<file path="config.mk">
export PLATFORM = sky130hd
export DESIGN_NAME = serial_tx
export DESIGN_NICKNAME = d
export VERILOG_FILES = /design/src/rtl/serial_tx.sv
export SDC_FILE = /design/constraint.sdc
export NUM_CORES = 1
export LEC_CHECK = 0
export CAP_MARGIN = 20
export CORE_ASPECT_RATIO = 0.8
export CORE_MARGIN = 10
export CORE_UTILIZATION = 50
export DETAILED_ROUTE_END_ITERATION = 8
export PLACE_DENSITY_LB_ADDON = 0.12
export SLEW_MARGIN = 25
export SYNTH_ARGS = -nofsm -noshare
export SYNTH_HDL_FRONTEND = slang
export SYNTH_SLANG_ARGS = --single-unit
</file>
<file path="constraint.sdc">
create_clock -name clock -period 1.85 [get_ports clock]
set_clock_uncertainty 0.15 [all_clocks]
set_input_delay 0.37 -clock clock [delete_from_list [all_inputs] [get_ports clock]]
set_output_delay 0.37 -clock clock [all_outputs]
set_load 0.02 [all_outputs]
</file>
<file path="src/rtl/serial_tx.sv">
// serial_tx: parallel-to-serial UART-style frame transmitter.
// Frame: start bit (0), DATA_W data bits LSB first, optional even parity, stop bit (1).
// Each bit is held for CLKS_PER_BIT clock cycles; q is a registered output.
// Optional feature macro: SERIAL_TX_PARITY_EN (adds the even-parity bit).
module serial_tx #(
  parameter int unsigned DATA_W       = 8,
  parameter int unsigned CLKS_PER_BIT = 4
) (
  input  logic              clock,
  input  logic              reset,
  input  logic [DATA_W-1:0] data_in,
  input  logic              valid_in,
  output logic              ready_out,
  output logic              q,
  output logic              busy
);

  localparam int unsigned TimerW = (CLKS_PER_BIT > 1) ? $clog2(CLKS_PER_BIT) : 1;
  localparam int unsigned CountW = (DATA_W > 1) ? $clog2(DATA_W) : 1;
  localparam logic [TimerW-1:0] TimerLast = TimerW'(CLKS_PER_BIT - 1);
  localparam logic [CountW-1:0] CountLast = CountW'(DATA_W - 1);

`ifdef SERIAL_TX_PARITY_EN
  typedef enum logic [2:0] {StIdle, StStart, StData, StParity, StStop} state_e;
`else
  typedef enum logic [1:0] {StIdle, StStart, StData, StStop} state_e;
`endif

  state_e              state_q, state_d;
  logic [TimerW-1:0]   timer_q, timer_d;
  logic [CountW-1:0]   count_q, count_d;
  logic [DATA_W-1:0]   shift_q, shift_d;
  logic                q_q, q_d;
  logic                bit_end;
`ifdef SERIAL_TX_PARITY_EN
  logic                parity_q, parity_d;
`endif

  assign bit_end = (timer_q == TimerLast);

  // Next-state logic: bit timer, bit counter, shift register and FSM transitions.
  always_comb begin
    state_d = state_q;
    timer_d = timer_q;
    count_d = count_q;
    shift_d = shift_q;
`ifdef SERIAL_TX_PARITY_EN
    parity_d = parity_q;
`endif
    unique case (state_q)
      StIdle: begin
        if (valid_in) begin
          state_d = StStart;
          shift_d = data_in;
          timer_d = '0;
          count_d = '0;
`ifdef SERIAL_TX_PARITY_EN
          parity_d = ^data_in;
`endif
        end
      end
      StStart: begin
        if (bit_end) begin
          timer_d = '0;
          state_d = StData;
        end else begin
          timer_d = timer_q + TimerW'(1);
        end
      end
      StData: begin
        if (bit_end) begin
          timer_d = '0;
          shift_d = shift_q >> 1;
          if (count_q == CountLast) begin
            count_d = '0;
`ifdef SERIAL_TX_PARITY_EN
            state_d = StParity;
`else
            state_d = StStop;
`endif
          end else begin
            count_d = count_q + CountW'(1);
          end
        end else begin
          timer_d = timer_q + TimerW'(1);
        end
      end
`ifdef SERIAL_TX_PARITY_EN
      StParity: begin
        if (bit_end) begin
          timer_d = '0;
          state_d = StStop;
        end else begin
          timer_d = timer_q + TimerW'(1);
        end
      end
`endif
      StStop: begin
        if (bit_end) begin
          timer_d = '0;
          state_d = StIdle;
        end else begin
          timer_d = timer_q + TimerW'(1);
        end
      end
      default: state_d = StIdle;
    endcase
  end

  // Line value for the upcoming cycle, derived from next state so q stays a pure flop.
  always_comb begin
    q_d = 1'b1;
    unique case (state_d)
      StStart:  q_d = 1'b0;
      StData:   q_d = shift_d[0];
`ifdef SERIAL_TX_PARITY_EN
      StParity: q_d = parity_d;
`endif
      default:  q_d = 1'b1;
    endcase
  end

  // State registers with synchronous active-high reset.
  always_ff @(posedge clock) begin
    if (reset) begin
      state_q <= StIdle;
      timer_q <= '0;
      count_q <= '0;
      shift_q <= '0;
      q_q     <= 1'b1;
`ifdef SERIAL_TX_PARITY_EN
      parity_q <= 1'b0;
`endif
    end else begin
      state_q <= state_d;
      timer_q <= timer_d;
      count_q <= count_d;
      shift_q <= shift_d;
      q_q     <= q_d;
`ifdef SERIAL_TX_PARITY_EN
      parity_q <= parity_d;
`endif
    end
  end

  assign q         = q_q;
  assign ready_out = (state_q == StIdle);
  assign busy      = (state_q != StIdle);

endmodule

</file>
==> flow_summary.yaml <==
floorplan:
  coreArea_mm2: 0.00159
  pin_count: 14
  die_h_um: 56.3
  rows: 13
  start_util_pct: 51.6
  dieArea_mm2: 0.00368
  die_w_um: 65.3
timing:
  tightest_slew_ns: 0.337
  rsz0062_at_grt: "no"
  relSlewSlack_pct: 77.5
  drv_slew: 0
  timing.final.crit_share_pct: 92.7
  final_hold_viol_count: 0
  hold_ws_ns: 0.313
  finalSetupViolCount: 0
  fin_crit_ns: 1.71
  tns_ns: 0
  fmax_mhz: 583
global_route:
  grt_max_degree: 21
  globalRouteTotalUtil_pct: 10.7
  grt_pass1_vias: 663
  antenna_found_initial: 0
  grt_overflow: 0
  grt_pass1_wl_um: 3130
power_and_ir_drop:
  pwr-share-clk_pct: 26.6
  peakVddDrop_mv: 0.583
  p_leak_nw: 0.359
  internal_power_w: 0.000494
  swShare_pct: 24.9
  power.share.sequential_pct: 56.4
  p_per_area_mw_per_mm2: 661
  power_w: 0.000658
  comb_power_share_pct: 17.0
  power.switching_w: 0.000164
routing:
  avgViaCountPerCell: 5.68
  ant_nets: 0
  wl_um: 1920
  wl_per_cell_um: 14.4
  dr_total_vias: 755
  drt_first_pass_iters: 4
  drc: 0
  drtIter0Drc: 14
cts:
  hold_buffers: 0
  cts-root-buf: "clkbuf_4"
  cts.htree.levels: 1
  path_clk_slew_ns: 0.08
  clk_path_buf_depth: 2
  numCtsBuffers: 3
  cts_setup_buffers: 0
  clock_latency_ns: 0.28
  cts_tree: "built"
  cts_sinks: 16
  cts-resized-gates: 3
worst_setup_path:
  cp_max_fo: 1
  critPathArrivalTime_ns: 1.19
  slowest_delay_ns: 0.60
  path_cells: "clkdlybuf4s50_1"
  crit_type: "flip-flop to output port"
  cp-end-kind: "output port"
  worst_path_dominant_cell_family: "buffers and inverters"
  cp.required_ns: 1.33
  worst-path-buf-inv: 1
  slowest_stage: "clkdlybuf4s50_1"
  cp-start-kind: "flip-flop"
layout:
  antenna_cells: 0
  final_common_cell: "dfxtp_1"
  drive_gt1_share_pct: 10.8
  nets: 127
  final_cell_mix: "dfxtp_1, nand2_1, a21oi_1"
  syn_to_final_growth_pct: 21.0
  fin_cells: 133
logic_synthesis:
  synth_cell_types: 29
  async_flop_share_pct: 0
  synth_nets: 112
  synth_edf_count: 0
  syn-cell-area_um2: 822
  yosys_warnings: 0
  synthFlopType: "dfxtp_1"
  seq_area_frac_synth_pct: 39.0
  syn_inst: 98
  synth_area_per_cell_um2: 8.39
  yosys_register_bits: 16
status:
  outcome: "finished clean"
flow_run:
  maxCapViolations: 0
place:
  io_buffers: 13
  dpl.cell_count: 130
  dp_hpwl_um: 1390
  gp_congestion: 0.754
hold_path:
  hp-class: "flip-flop to flip-flop"
[layer usage]
| metal | global-route usage (%) | part of all wire [%] | vias to the layer above |
|---|---|---|---|
| met5 | 0 | 0 | - |
| met4 | 1.83 | 0.42 | 0 |
| met3 | 5.15 | 4.3 | 2 |
| met2 | 16.8 | 50 | 16 |
| met1 | 12.9 | 45 | 356 |
| li1 | - | - | 381 |
[power groups by stage]
stage	registers [W]	clock network, W	logic (W)
floorplan	0.000378	0	0.0000656
global placement	0.000377	0	0.000111
detailed placement	0.000378	0	0.000114
CTS	0.000370	0.000180	0.000112
global route	0.000373	0.000203	0.000123
finish	0.000371	0.000175	0.000112
[per-stage QoR]
stage	setup WS (ns)	area [um^2]	util (%)
4_1_cts	0.116	992	62.2
6_report	0.136	995	62.4
2_1_floorplan	0.374	822	-
3_3_place_gp	0.0432	970	60.8
5_1_grt	0.0288	995	62.4
3_5_place_dp	-0.0238	970	60.8
[final cells by class]
cell class              instances  area, um^2
clock buffers                   3        22.5
fillers                       162         599
inverters                       2        7.51
multi-input cells              72         452
flip-flops and latches         16         320
well taps                      22        27.5
repair buffers                 18         165
[path summary, 6_finish.rpt]
check / startpoint / endpoint / slack [ns] / cells past startpoint
setup / recovery: q / q / 0.14 / 1
hold / removal: count_q[1] / count_q[1] / 0.31 / 2
setup reg to reg: state_q[1] / shift_q[2] / 0.19 / 5
hold reg to reg: count_q[1] / count_q[1] / 0.31 / 2
[cells in the mapped netlist (all sizes together) (2+ instances only)]
cell,n,share of area (%)
a211oi,2,1.8
a21oi,14,8.5
a32oi,7,7.5
buf,6,4.9
clkbuf,2,0.91
dfxtp,16,39
ha,3,4.6
inv,2,0.91
nand2,15,6.8
nand3b,2,1.8
nand4b,4,4.3
nor2,6,2.7
nor3,2,1.2
or2,6,4.6
[cell families after synthesis]
group | Yosys count | synth area share (%)
AND/OR/NAND/NOR | 41 | 26.5
AO/OA/AOI/OAI | 28 | 23.3
flip-flops | 16 | 39.0
buffers and inverters | 10 | 6.70
adder cells (fa/ha/maj) | 3 | 4.57
[flip-flops by register name, indices dropped and copies added, names as in the netlist]
signal	cells
count_q	3
shift_q	8
q	1
state_q	2
timer_q	2
(Power assumes the default switching activity.)
